### src/rtl/ptr_sync_gray2bin_pkg.sv
// Shared defaults and Gray-pointer helpers for the pointer synchronizers,
// the flag logic and the pointer counters.
package ptr_sync_gray2bin_pkg;

  localparam int unsigned A_LENGTH_DEF    = 4;
  localparam int unsigned SYNC_STAGES_DEF = 2;
  localparam int unsigned FN_W            = 32;

  // Leading zeros above the real pointer width do not disturb the conversion.
  function automatic logic [FN_W-1:0] gray2bin(input logic [FN_W-1:0] g);
    logic [FN_W-1:0] b;
    b[FN_W-1] = g[FN_W-1];
    for (int i = FN_W - 2; i >= 0; i--) begin
      b[i] = b[i+1] ^ g[i];
    end
    return b;
  endfunction

  function automatic logic [5:0] popcount(input logic [FN_W-1:0] x);
    logic [5:0] c;
    c = '0;
    for (int i = 0; i < FN_W; i++) begin
      c = c + 6'(x[i]);
    end
    return c;
  endfunction

  function automatic logic dist_gt1(input logic [FN_W-1:0] a, input logic [FN_W-1:0] b);
    return popcount(a ^ b) > 6'd1;
  endfunction

endpackage

### src/rtl/ptr_sync_gray2bin_sync_chain.sv
// WIDTH x STAGES flop chain with synchronous reset; no logic between stages.
module ptr_sync_gray2bin_sync_chain
  import ptr_sync_gray2bin_pkg::*;
#(
  parameter int unsigned WIDTH  = A_LENGTH_DEF + 1,
  parameter int unsigned STAGES = SYNC_STAGES_DEF
) (
  input  logic             clk,
  input  logic             reset,
  input  logic [WIDTH-1:0] d,
  output logic [WIDTH-1:0] q
);

  logic [WIDTH-1:0] stage [STAGES];

  always_ff @(posedge clk) begin
    if (reset) begin
      for (int i = 0; i < int'(STAGES); i++) begin
        stage[i] <= '0;
      end
    end else begin
      stage[0] <= d;
      for (int i = 1; i < int'(STAGES); i++) begin
        stage[i] <= stage[i-1];
      end
    end
  end

  assign q = stage[STAGES-1];

endmodule

### src/rtl/ptr_sync_gray2bin.sv
// Synchronizes a far-domain Gray pointer, rejects multi-bit jumps, and
// presents the accepted value as a registered binary pointer plus wrap bit.
module ptr_sync_gray2bin
  import ptr_sync_gray2bin_pkg::*;
#(
  parameter int unsigned A_LENGTH    = A_LENGTH_DEF,
  parameter int unsigned SYNC_STAGES = SYNC_STAGES_DEF
) (
  input  logic                clk,
  input  logic                reset,
  input  logic [A_LENGTH:0]   gray_ptr_in,
  input  logic                err_clr,
  output logic [A_LENGTH-1:0] b_ptr_sync,
  output logic                MSB_ptr,
  output logic                ptr_valid,
  output logic                f_sync_err
);

  localparam int unsigned PTR_W = A_LENGTH + 1;
  localparam int unsigned CNT_W = $clog2(SYNC_STAGES + 2);
  localparam logic [CNT_W-1:0] FILL_MAX = CNT_W'(SYNC_STAGES + 1);
  localparam logic [CNT_W-1:0] FILL_THR = CNT_W'(SYNC_STAGES);

  if (SYNC_STAGES < 2 || SYNC_STAGES > 4) begin : g_bad_stages
    $error("SYNC_STAGES must be in 2..4");
  end

  logic [PTR_W-1:0] g;
  logic [PTR_W-1:0] acc;
  logic [PTR_W-1:0] bin;
  logic [CNT_W-1:0] fill_cnt;
  logic             step_ok;
  logic             jump_err;

  ptr_sync_gray2bin_sync_chain #(
    .WIDTH (PTR_W),
    .STAGES(SYNC_STAGES)
  ) u_sync_chain (
    .clk  (clk),
    .reset(reset),
    .d    (gray_ptr_in),
    .q    (g)
  );

  // Classify the synchronized sample against the last accepted one.
  always_comb begin
    jump_err = dist_gt1(FN_W'(g), FN_W'(acc));
    step_ok  = (g != acc) && !jump_err;
    bin      = PTR_W'(gray2bin(FN_W'(g)));
  end

  always_ff @(posedge clk) begin
    if (reset) begin
      acc        <= '0;
      b_ptr_sync <= '0;
      MSB_ptr    <= 1'b0;
      f_sync_err <= 1'b0;
      fill_cnt   <= '0;
      ptr_valid  <= 1'b0;
    end else begin
      if (step_ok) begin
        acc        <= g;
        b_ptr_sync <= bin[A_LENGTH-1:0];
        MSB_ptr    <= bin[A_LENGTH];
      end
      // A fresh error outranks a simultaneous clear.
      if (jump_err) begin
        f_sync_err <= 1'b1;
      end else if (err_clr) begin
        f_sync_err <= 1'b0;
      end
      if (fill_cnt != FILL_MAX) begin
        fill_cnt <= fill_cnt + CNT_W'(1);
      end
      if (fill_cnt >= FILL_THR) begin
        ptr_valid <= 1'b1;
      end
    end
  end

endmodule
### config.mk
export PLATFORM = sky130hd
export DESIGN_NAME = ptr_sync_gray2bin
export DESIGN_NICKNAME = d
export VERILOG_FILES = /design/src/rtl/ptr_sync_gray2bin_pkg.sv /design/src/rtl/ptr_sync_gray2bin_sync_chain.sv /design/src/rtl/ptr_sync_gray2bin.sv
export SDC_FILE = /design/constraint.sdc
export NUM_CORES = 1
export LEC_CHECK = 0
export CAP_MARGIN = 20
export CORE_UTILIZATION = 45
export DETAILED_ROUTE_END_ITERATION = 10
export GPL_TIMING_DRIVEN = 0
export PLACE_DENSITY = 0.68
export SYNTH_ARGS = -nofsm -noshare
export SYNTH_HDL_FRONTEND = slang
export SYNTH_HIERARCHICAL = 1
export SYNTH_SLANG_ARGS = --single-unit
### constraint.sdc
create_clock -name clk -period 3.5 [get_ports clk]
set_clock_uncertainty 0.2 [all_clocks]
set_input_delay 0.7 -clock clk [delete_from_list [all_inputs] [get_ports clk]]
set_output_delay 0.7 -clock clk [all_outputs]
set_load 0.01 [all_outputs]
* Word-level counts from Yosys, hierarchy flattened
Memory sizes are Yosys's and may differ from the RTL's.
Cells that the tools add are included.
** Storage, ports and cells
- Register bits :: 14
- Word-level logic and storage cells :: 60
- Output and inout bits :: 7
- Input bits :: 8
- Memories kept :: 1
- Memory bits (writable) :: 10
** Memory list
- u_sync_chain.stage :: words 2, bits a word 5, read ports 2, clocked after memory_dff 0, write ports 2, line ptr_sync_gray2bin_sync_chain.sv:14 : logic [WIDTH-1:0] stage [STAGES];
** Operators by class
- Add/sub/neg operators :: 32
- Bitwise gates (word level) :: 7
- Eq/ne operators :: 2
- Reduce and logical (&&, ||, !) cells :: 3
- Multiplexer cells :: 7
- Order comparisons :: 2
** Operators by type and width (count)
- $add A6 B1 Y6 const B :: 26
- $mux W5 :: 2
- $add A5 B1 Y6 const B :: 1
- $gt A6 B1 Y1 const B :: 1
- $add A4 B1 Y5 :: 1
- $mux W1 :: 5
- $ne A5 B5 Y1 :: 1
- $xor A5 B5 Y5 :: 1
- $add A3 B1 Y4 :: 1
- $xor A1 B1 Y1 :: 4
- $add A2 B1 Y3 :: 1
- $add A1 B1 Y2 :: 1
- $add A2 B1 Y2 const B :: 1
- $ge A2 B2 Y1 const B :: 1
- $ne A2 B2 Y1 const B :: 1
- $or A1 B1 Y1 :: 2
- $reduce_bool A2 Y1 :: 1
- $logic_and A1 B1 Y1 :: 1
- $logic_not A1 Y1 :: 1

* Longest topological paths before layout
Gate-level depths: netlist of run 1.
- Word-level depth :: 35
- Depth in mapped cells :: 10
- Mapped depth without buffers :: 7

* Cells and area by module
Netlist of run 1, hierarchy kept.
** Modules (own cells, without submodules)
- ptr_sync_gray2bin :: sequential area each 260.2 um^2, cells an instance 86, area each 748.2 um^2, times used 1
- ptr_sync_gray2bin_sync_chain :: sequential area each 200.2 um^2, cells an instance 25, area each 300.3 um^2, times used 1

* Least setup slack after synthesis of run 1
Ideal clock, no wire load.
- Path kind :: register -> register
- Start :: mem u_sync_chain/stage[0][5] (netlist name)
- End :: reg b_ptr_sync[1]
- Stages on the path, launching flop included :: 10
- Arrival :: 2435 ps
- Data required time :: 3212 ps
- Slack :: 777 ps
- Clock period less this slack :: 2723 ps
- Buffers on the path :: 2
- Setup time :: 88 ps
- Cell sequence :: dfxtp_1 > buf_4 > clkbuf_1 > xnor2_1 > inv_1 > fa_1 > ha_1 > a211oi_2 > a21oi_2 > a311oi_2
** RTL lines
- start, declared :: line ptr_sync_gray2bin_sync_chain.sv:14
- end signal, assigned :: line ptr_sync_gray2bin.sv:63 : b_ptr_sync <= bin[A_LENGTH-1:0];
- end, declared :: line ptr_sync_gray2bin.sv:13 : output logic [A_LENGTH-1:0] b_ptr_sync,

==> results of run 1 <==
## sequential cells by signal (all words and copies together), names as in the netlist
signal and cells:
MSB_ptr 1, u_sync_chain/stage 10, f_sync_err 1, acc 4, ptr_valid 1, b_ptr_sync 4
fill_cnt 2
## metal layers
layer | track usage (%) | vias up | wire, um
met4 | 4.286 | 0 | 9
met2 | 26.00 | 13 | 823
met1 | 19.18 | 371 | 788
met5 | 0 | - | 0
met3 | 5.455 | 3 | 69
li1 | - | 409 | -
## cell type report
cell class,instances,share of cell area (%)
Sequential cell,23,36.73
Inverter,4,1.198
Multi-Input combinational cell,74,40.92
Timing Repair Buffer,14,11.18
Clock inverter,1,0.5988
Clock buffer,3,1.796
Buffer,10,4.790
Tap cell,28,2.794
## cell families (layout without fill, tap and decap cells)
kind of cell,count (synthesis),count (layout),share of synthesized area [%]
buf+inv,14,32,7.160
simple gates,39,39,20.76
xor+xnor,10,10,8.354
compound gates,20,20,13.13
flops,23,23,43.91
fa+ha+maj,5,5,6.683
## report_power, final
group	total (mW)	switching (mW)	internal, mW
Combinational	0.156	0.0791	0.0772
Clock	0.123	0.0792	0.0436
Sequential	0.302	0.0143	0.288
Total	0.582	0.173	0.409
## worst min path at each step
stage                                          end  slack [ns]
after floorplan           u_sync_chain/stage[0][5]        0.21
after global placement    u_sync_chain/stage[0][7]        0.22
after detailed placement  u_sync_chain/stage[0][5]        0.22
after CTS                 u_sync_chain/stage[0][5]        0.25
after global routing      u_sync_chain/stage[0][6]        0.27
final                     u_sync_chain/stage[0][5]        0.25
## cells in the mapped netlist, types with 2 or more instances
master    count  area share, %
nand3b_1      3            2.1
a21oi_1       9            4.3
inv_1         4            1.4
xnor2_1       2            1.7
nand2_1       7            2.5
buf_4         5            3.6
clkbuf_1      2           0.72
nor2_1        4            1.4
ha_1          4            4.8
nand3_1       3            1.4
nor2b_1      11            6.6
buf_2         3            1.4
nor3_1        3            1.4
nor3b_1       3            2.1
o21ai_0       4            1.9
xor2_1        8            6.7
o41ai_1       2            1.7
dfxtp_1      23             44
==> results.json, run 1 <==
{
  "crit_fanout": 10,
  "num_io_pins": 15,
  "r2r-start": "u_sync_chain/stage[0][5]",
  "power_mw": 0.5816,
  "p_leak_nw": 0.5400,
  "syn_to_final_growth_pct": 19.57,
  "post-route-cell-area_sq_mm": 0.001254,
  "die_h_um": 50.27,
  "worstHoldStart": "u_sync_chain/stage[0][0]",
  "instances_no_fill": 157,
  "cts_hold_buf": 0,
  "finalSetupViolations": 0,
  "max_stage_delay_ns": 0.66,
  "gp_congestion": 0.7705,
  "cts_tree": "built",
  "synth_cell_types": 29,
  "drc": 0,
  "core-area_sq_mm": 0.002212,
  "critPathCapture": "b_ptr_sync[1]",
  "rr_worst_depth": 9,
  "seqCellArea_sq_um": 460.4,
  "vdd_drop_max_mv": 0.3040,
  "ys_warn_count": 6,
  "grt_overflow": 0,
  "rows": 17,
  "wl_per_cell_um": 10.77,
  "nFillCells": 211,
  "ctsResizeCount": 0,
  "cts-root-buf": "clkbuf_4",
  "synth_nets": 124,
  "yosysSeqAreaShare_pct": 43.91,
  "timing.slew.headroom_pct": 35.00,
  "r2r_slack_ns": 0.40,
  "portBuffers": 14,
  "maxCapViolCount": 0,
  "period_share_pct": 88.71,
  "grt_pass1_vias": 697,
  "hold_viol": 0,
  "grt_max_degree": 16,
  "required_ns": 3.53,
  "critical_path_depth": 9,
  "avgSynthCellArea_sq_um": 9.446,
  "antenna_found_initial": 0,
  "worstPathArrival_ns": 3.14,
  "drive_above_1_share_pct": 11.63,
  "cts_setup_buffers": 0,
  "initialDrtViolationCount": 11,
  "yosys_register_bits": 23,
  "synth-async-reset-ratio_pct": 0,
  "cp_cell_sequence": "buf_4 > clkbuf_1 > xnor2_1 > inv_1 > fa_1 > ha_1 > a211oi_2 > a21oi_2 > a311oi_2",
  "place_ws_ns": 0.4264,
  "clock_path_buffers": 2,
  "dp_cells": 153,
  "whs_path_depth": 1,
  "syn-cell-area_sq_mm": 0.001049,
  "critPathBufInv": 3,
  "cts.sinks": 23,
  "clk_pin_slew_ns": 0.13,
  "drv_slew": 0,
  "setup_ws_ns": 0.3950,
  "fin_crit_ns": 3.105,
  "multi_input_area_sq_um": 513.0,
  "start_util_pct": 47.40,
  "powerDensity_mw_per_mm2": 463.9,
  "fin_util_pct": 56.67,
  "dieArea_sq_mm": 0.002527,
  "final_common_cell": "dfxtp_1",
  "hp-class": "flip-flop to flip-flop",
  "crit_type": "flip-flop to flip-flop",
  "rsz0062_at_grt": "false",
  "fin_tns_setup_ns": 0,
  "syn_inst": 111,
  "fmax_ghz": 0.3221,
  "die_w_um": 50.27,
  "wirelength_um": 1691,
  "ys.flop_type": "dfxtp_1",
  "synth_edf_count": 0,
  "cts_made_buffers": 3,
  "cp_top_family": "compound AO/OA/AOI/OAI gates",
  "avgViaCountPerCell": 5.070,
  "cp-start-kind": "flip-flop",
  "mostFrequentLayoutCells": "dfxtp_1, clkdlybuf4s50_1, nor2b_1",
  "h-tree-depth": 1,
  "diodes": 0,
  "hpwlAfterDp_um": 1267,
  "vias": 796,
  "tightest_slew_ns": 0.9662,
  "placed_area_sq_mm": 0.001224,
  "r2r-end": "b_ptr_sync[1]",
  "crit_start": "u_sync_chain/stage[0][5]",
  "cp-end-kind": "flip-flop",
  "drtPass1Iterations": 4,
  "grt_use_total_pct": 15.74,
  "clk_latency_ns": 0.31,
  "grt_pass1_wl_um": 3029,
  "antenna_left": 0,
  "hold_ws_ns": 0.2473,
  "status": "finished, final reports clean",
  "nets": 143,
  "critPathSlowestCell": "a211oi_2"
}
(Power assumes the default switching activity.)
==> inputs of run 2 (changes only) <==
- SKIP_CTS_REPAIR_TIMING: not set -> 1
==> results of run 2 <==
The final DEF is identical to that of run 1; final timing and power are the same.
==> inputs of run 3 (changes only) <==
- GPL_ROUTABILITY_DRIVEN: not set -> 0
==> results of run 3 <==
The final DEF is identical to that of run 1; final timing and power are the same.
